[config.mk]
export PLATFORM = sky130hd
export DESIGN_NAME = gol_row_scheduler
export DESIGN_NICKNAME = d
export VERILOG_FILES = /design/src/rtl/gol_row_scheduler.sv
export SDC_FILE = /design/constraint.sdc
export NUM_CORES = 1
export LEC_CHECK = 0
export ABC_AREA = 1
export BUFFER_PORTS_ARGS = -buffer_cell sky130_fd_sc_hd__buf_2
export CAP_MARGIN = 20
export CELL_PAD_IN_SITES_DETAIL_PLACEMENT = 1
export CELL_PAD_IN_SITES_GLOBAL_PLACEMENT = 1
export CORE_ASPECT_RATIO = 1.4
export CORE_MARGIN = 2
export CORE_UTILIZATION = 36
export CTS_CLUSTER_DIAMETER = 50
export DETAILED_ROUTE_END_ITERATION = 16
export GPL_TIMING_DRIVEN = 0
export HOLD_SLACK_MARGIN = 0.03
export PLACE_DENSITY_LB_ADDON = 0.3
export SYNTH_ARGS = -nofsm -noshare
export SYNTH_HDL_FRONTEND = slang
export SYNTH_SLANG_ARGS = --single-unit
export TNS_END_PERCENT = 10
[constraint.sdc]
create_clock -name clk -period 1.9 [get_ports clk]
set_input_delay 0.095 -clock clk [delete_from_list [all_inputs] [get_ports clk]]
set_output_delay 0.095 -clock clk [all_outputs]
set_load 0.01 [all_outputs]
[src/rtl/gol_row_scheduler.sv]
// Row sequencer for the game-of-life board: walks rows 0..ROWS-1, dwells on each,
// then hands the row to the update datapath. Optional macro: GOL_SCHED_CONTINUOUS_EN.
module gol_row_scheduler #(
    parameter int unsigned ROWS    = 8,
    parameter int unsigned DWELL   = 4,
    parameter int unsigned FRAME_W = 16
) (
    input  logic               clk,
    input  logic               rst_n,
    input  logic               start,
    input  logic               abort,
    input  logic               row_ready,
    output logic               dec_ena,
    output logic [2:0]         dec_sel,
    output logic               row_valid,
    output logic               busy,
    output logic               done,
    output logic [FRAME_W-1:0] frame_count,
    output logic [1:0]         dbg_state_o
);

    localparam int unsigned CNT_W = (DWELL > 1) ? $clog2(DWELL) : 1;

    typedef enum logic [1:0] {
        S_IDLE = 2'd0,
        S_SCAN = 2'd1,
        S_WAIT = 2'd2,
        S_DONE = 2'd3
    } state_t;

    state_t             state_q, state_d;
    logic [2:0]         row_q, row_d;
    logic [CNT_W-1:0]   cnt_q, cnt_d;
    logic [FRAME_W-1:0] frame_q, frame_d;
    logic               dec_ena_q, dec_ena_d;
    logic               row_valid_q, row_valid_d;
    logic               busy_q, busy_d;
    logic               done_q, done_d;

    // Handshake: row_valid stays high in WAIT until row_ready is sampled high at a
    // rising edge; that edge completes the transfer. row_ready is ignored otherwise.
    always_comb begin
        state_d = state_q;
        row_d   = row_q;
        cnt_d   = cnt_q;
        frame_d = frame_q;

        case (state_q)
            S_IDLE: begin
                if (start) begin
                    state_d = S_SCAN;
                    row_d   = 3'd0;
                    cnt_d   = '0;
                end
            end
            S_SCAN: begin
                cnt_d = cnt_q + CNT_W'(1);
                if (cnt_q == CNT_W'(DWELL - 1)) begin
                    state_d = S_WAIT;
                end
            end
            S_WAIT: begin
                if (row_ready) begin
                    if (row_q == 3'(ROWS - 1)) begin
                        state_d = S_DONE;
                    end else begin
                        state_d = S_SCAN;
                        row_d   = row_q + 3'd1;
                        cnt_d   = '0;
                    end
                end
            end
            S_DONE: begin
                row_d = 3'd0;
                cnt_d = '0;
`ifdef GOL_SCHED_CONTINUOUS_EN
                state_d = S_SCAN;
`else
                state_d = S_IDLE;
`endif
            end
            default: begin
                state_d = S_IDLE;
                row_d   = 3'd0;
                cnt_d   = '0;
            end
        endcase

        // Abort overrides every transition above, including the move into DONE.
        if (abort) begin
            state_d = S_IDLE;
            row_d   = 3'd0;
            cnt_d   = '0;
        end

        if (state_d == S_DONE) begin
            frame_d = frame_q + FRAME_W'(1);
        end

        dec_ena_d   = (state_d == S_SCAN) || (state_d == S_WAIT);
        row_valid_d = (state_d == S_WAIT);
        busy_d      = (state_d != S_IDLE);
        done_d      = (state_d == S_DONE);
    end

    always_ff @(posedge clk or negedge rst_n) begin
        if (!rst_n) begin
            state_q     <= S_IDLE;
            row_q       <= 3'd0;
            cnt_q       <= '0;
            frame_q     <= '0;
            dec_ena_q   <= 1'b0;
            row_valid_q <= 1'b0;
            busy_q      <= 1'b0;
            done_q      <= 1'b0;
        end else begin
            state_q     <= state_d;
            row_q       <= row_d;
            cnt_q       <= cnt_d;
            frame_q     <= frame_d;
            dec_ena_q   <= dec_ena_d;
            row_valid_q <= row_valid_d;
            busy_q      <= busy_d;
            done_q      <= done_d;
        end
    end

    assign dec_ena     = dec_ena_q;
    assign dec_sel     = row_q;
    assign row_valid   = row_valid_q;
    assign busy        = busy_q;
    assign done        = done_q;
    assign frame_count = frame_q;
    assign dbg_state_o = state_q;

endmodule

## After elaboration in Yosys (flattened, before gate mapping)

Index checks and enable logic that the tools add are counted.

- Word-level logic and storage cells: 44
- Output and inout port bits: 25
- Flip-flop bits (word level): 27

- $add $sub $neg: 3
- Equal/unequal tests: 11
- Reductions and logical operators: 6
- Multiplexer cells: 16

Operators by type and width:

| operator | count |
|---|---|
| 2-to-1 mux 2 bit | 9 |
| adder 16 x 1 -> 16 bit, second input constant | 1 |
| one-hot mux 2 bit (4 select lines) | 2 |
| 2-to-1 mux 3 bit | 4 |
| equality test 2 bit, second input constant | 5 |
| inequality test 3 bit, second input constant | 3 |
| one-hot mux 3 bit (3 select lines) | 1 |
| equality test 2 x 1 -> 1 bit, second input constant | 2 |
| AND reduction 4 bit | 1 |
| nonzero test 4 bit | 1 |
| adder 3 x 1 -> 3 bit, second input constant | 1 |
| equality test 3 bit, second input constant | 1 |
| AND reduction 3 bit | 1 |
| adder 2 x 1 -> 2 bit, second input constant | 1 |
| zero test 2 bit | 1 |
| nonzero test 2 bit | 1 |
| logical OR 1 bit | 1 |

## Logic depth before layout (Yosys ltp)

- Depth in word-level cells: 7
- Depth in mapped cells: 15
- Depth with buffers taken out: 14

## Worst setup path before layout

Ideal clock, no wire load.

- Path type: register to register
- Start point: register state_q[1], in the netlist dbg_state_o[1]
- End point: register frame_q[13], in the netlist frame_count[13]
- Required time: 1.783 ns
- Slack: -0.138 ns
- Arrival: 1.921 ns
- Library setup time: 0.117 ns
- Cell stages (with the launch flop): 13
- Path through: dfrtp_1 inv_1 nand3_1 o21ai_0 ha_1 buf_6 nand2_1 nor2_1 nand3_2 inv_1 nand2_1 nand2_1 nand2_1

- Cells in the longest elaborated chain, start to end: 4
- Elaborated cells on any way between the ends: 10
- Those cells by class: eq/ne (4); mux (5); reduce/logical (1)

Ends and longest elaborated chain:

| element | line | source |
|---|---|---|
| start: declaration | 31 | `state_t state_q, state_d;` |
| start signal: assignment | 117 | `state_q <= state_d;` |
| equality test 2 bit, or another cell as far along | 48 | `case (state_q)` |
| one-hot mux 2 bit (4 select lines) (*) | 48 |  |
| 2-to-1 mux 2 bit (*) | 90 | `if (abort) begin` |
| named net state_d[1] | 31 |  |
| equality test 2 bit (*) | 96 | `if (state_d == S_DONE) begin` |
| end signal: assignment | 120 | `frame_q <= frame_d;` |
| end: declaration | 34 | `logic [FRAME_W-1:0] frame_q, frame_d;` |

The timed path passes the listed nets; every way through them passes the cells marked *.
A chain may end at the register's enable or synchronous reset.

## Worst setup path after layout

- Start point: register row_q[1], in the netlist dec_sel[1]
- End point: register frame_q[13], in the netlist frame_count[13]

- Cells in the longest elaborated chain, start to end: 6

Ends and longest elaborated chain:

| element | line | source |
|---|---|---|
| start: declaration | 32 | `logic [2:0] row_q, row_d;` |
| start signal: assignment | 118 | `row_q <= row_d;` |
| equality test 3 bit | 64 | `if (row_q == 3'(ROWS - 1)) begin` |
| 2-to-1 mux 2 bit | 64 |  |
| 2-to-1 mux 2 bit | 63 | `if (row_ready) begin` |
| one-hot mux 2 bit (4 select lines) | 48 |  |
| 2-to-1 mux 2 bit | 90 |  |
| named net state_d[1] | 31 |  |
| equality test 2 bit | 96 |  |

The timed path passes the listed nets, and every way through them passes these cells.

==> flow_metrics.tcl <==
set metrics [dict create \
    arrival_ns 2.13 \
    slew_viol_final 0 \
    max_slew_margin_pct 59.53 \
    whs_ns 0.1082 \
    nNetsFinal 219 \
    synth_nets 174 \
    p_leak_uw 0.0009650 \
    grt_antenna_before_repair 0 \
    status "finished with violations" \
    ys_seq_area_share_pct 47.83 \
    dieWidth_microns 56.94 \
    avgViaCountPerCell 4.907 \
    n_antenna_cell 0 \
    avgSynthCellArea_sq_um 8.774 \
    yosys_warnings 0 \
    cp_max_fo 6 \
    synthCells 161 \
    fmax_mhz 512.4 \
    pin_count 30 \
    cap_violations 0 \
    start_util_pct 38.09 \
    first_pass_iters 4 \
    stdcell_area_sq_mm 0.001792 \
    setup_viol 7 \
    htreeDepth 1 \
    rsz0062_at_grt "yes" \
    via_count 1212 \
    clockBufferDepth 2 \
    placed_cell_area_sq_mm 0.001614 \
    setup_ws_ns -0.05163 \
    wl_per_cell_microns 13.76 \
    grt_overflow 0 \
    worstSkewPairLatency_ns 0.28 \
    tightest_slew_ns 0.6070 \
    hp-class "in -> reg" \
    routed_wl_microns 3398 \
    cpMostUsedCell "nand2_1" \
    fin_crit_sh_pct 102.7 \
    met1_usage_pct 18.58 \
    fin_skew_ns 0.003908 \
    violations "setup timing" \
    grt_max_degree 28 \
    grt_pass1_wl_microns 5996 \
    critical-path-top-delay-family "simple AND/OR/NAND/NOR gates" \
    coreArea_sq_mm 0.003709 \
    grt_use_total_pct 17.13 \
    synth.cell_area_sq_mm 0.001413 \
    drt_iter0_drc 49 \
    cp_num_buf_inv 3 \
    antenna_left 0 \
    crit_type "reg -> reg" \
    critPathMaxStageDelay_ns 0.38 \
    whs_path_depth 4 \
    gp_congestion 0.7532 \
    drive_gt1_share_pct 35.12 \
    cts.sinks 27 \
    numPortBuffers 29 \
    placed_cells 232 \
    cts_buffers 3 \
    period_minus_slack_ns 1.952 \
    synth-seq-cells 27 \
    power_density_mw_per_mm2 553.7 \
    fin_cells 247 \
    hold_violations 0 \
    cts.clk_slew.worst_paths_ns 0.10 \
    rows 26 \
    path_cells "ha_2 -> ha_4 -> inv_2 -> nand2_2 -> nand3_2 -> o21ai_2 -> ha_2 -> buf_6 -> nand2_2 -> nor2_2 -> nand3_2 -> inv_2 -> nand2_1 -> nand2_1 -> nand2_1" \
    clockRootBuffer "clkbuf_8" \
    finalPower_uw 992.1 \
    crit_slowest_cell "dfrtp_1" \
    die_h_microns 78.12 \
    ir_worst_vdd_mv 0.2845 \
    grt_pass1_vias 1334 \
    crit_path_end_kind "flop" \
    cts_tree "done" \
    met2_usage_pct 32.99 \
    drc_errors 0 \
    syn2layout_area_growth_pct 26.84 \
    ys_types 22 \
    grt.busiest_layer "met2" \
    start_kind "flop" \
    dieArea_sq_mm 0.004448 \
    cp.depth 15 \
    grt_util_met3_pct 2.471 \
    hpwl_microns 2453 \
    finalSetupTns_ns -0.1976 \
    reg2reg_depth 15 \
    crit_required_ns 2.08 \
]
## cells in the mapped netlist (all sizes together)
cell	instances	share of area [%]
nand2	38	10
nand4	6	2.7
dfrtp	27	48
ha	8	7.1
inv	27	7.2
o21ai	8	2.8
nor2	17	5.9
xor2	7	4.3
nand3	13	6.4
xnor2	2	1.2
a21oi	1	0.35
and2	1	0.44
nand3b	1	0.53
buf	1	0.80
mux2i	1	0.71
nor3	3	1.4
## flip-flops by register name (all words and copies together) (netlist names)
name	count
row_valid	1
dec_ena	1
frame_count	16
busy	1
dbg_state_o	2
dec_sel	3
done	1
cnt_q	2
## where the power goes
group	switching (uW)	total, uW	internal (uW)
Combinational	38.0	60.7	22.6
Clock	195	343	148
Sequential	6.85	589	582
## worst register-to-register path: stages, from the launching register on
cell and delay, ns:
dfrtp_1 0.38, ha_2 0.21, ha_4 0.13, inv_2 0.03, nand2_2 0.06, nand3_2 0.09, o21ai_2 0.09, ha_2 0.19
buf_6 0.12, nand2_2 0.06, nor2_2 0.10, nand3_2 0.13, inv_2 0.09, nand2_1 0.05, nand2_1 0.06, nand2_1 0.05
## metal layers
layer | wire [microns] | vias to the layer above
li1 | - | 590
met2 | 1917 | 22
met1 | 1320 | 595
met4 | 51 | 0
met5 | 0 | -
met3 | 108 | 5
## area by class of cell
class	instances	area, sq um
repair buffers	40	230.2
clock buffers	3	41.29
fillers	463	1917
flip-flops and latches	27	676.9
multi-input cells	106	673.1
well taps	42	52.55
inverters	27	101.3
plain buffers	1	11.26
clock inverters	1	5.005
## layout by cell type (no fill, tap or decap), drive strengths merged, types with 2 or more instances in the layout
master	Yosys	final
buf	1	40
clkbuf	0	3
dfrtp	27	27
ha	8	8
inv	27	27
nand2	38	38
nand3	13	13
nand4	6	6
nor2	17	17
nor3	3	3
o21ai	8	8
xnor2	2	2
xor2	7	7
## worst paths after layout
| kind | end | startpoint | slack, ns |
|---|---|---|---|
| setup / recovery | frame_count[13] | dec_sel[1] | -0.05 |
| hold / removal | dec_sel[0] | abort | 0.11 |
| setup reg to reg | frame_count[13] | dec_sel[1] | -0.05 |
| hold reg to reg | frame_count[15] | frame_count[15] | 0.50 |
| max in group asynchronous | dbg_state_o[0] | rst_n | 1.12 |
| min in group asynchronous | frame_count[8] | rst_n | 0.35 |
## cell families (layout without fill, tap and decap cells)
logic type | after synthesis | after routing | synth area share, %
compound gates | 9 | 9 | 3.188
xor+xnor | 9 | 9 | 5.580
fa+ha+maj | 8 | 8 | 7.086
buf+inv | 28 | 72 | 7.972
flops | 27 | 27 | 47.83
mux | 1 | 1 | 0.7086
simple gates | 79 | 79 | 27.64
## metrics by stage
step / setup WS [ns] / utilization [%]
floorplan: 0.01808 / -
global route: -0.1789 / 48.31
detailed placement: -0.2382 / 43.52
finish: -0.05163 / 48.31
CTS: -0.03477 / 47.10
global placement: -0.1345 / 43.52
## timing repair
action	CTS	global route
endpoints found under the hold margin	27	0
endpoints found under the setup margin	12	12
resized for setup	11	8
hold buffers	1	0
buffers inserted	8	2
pin swaps	5	11
No activity file was read; power rests on OpenSTA's default activity.
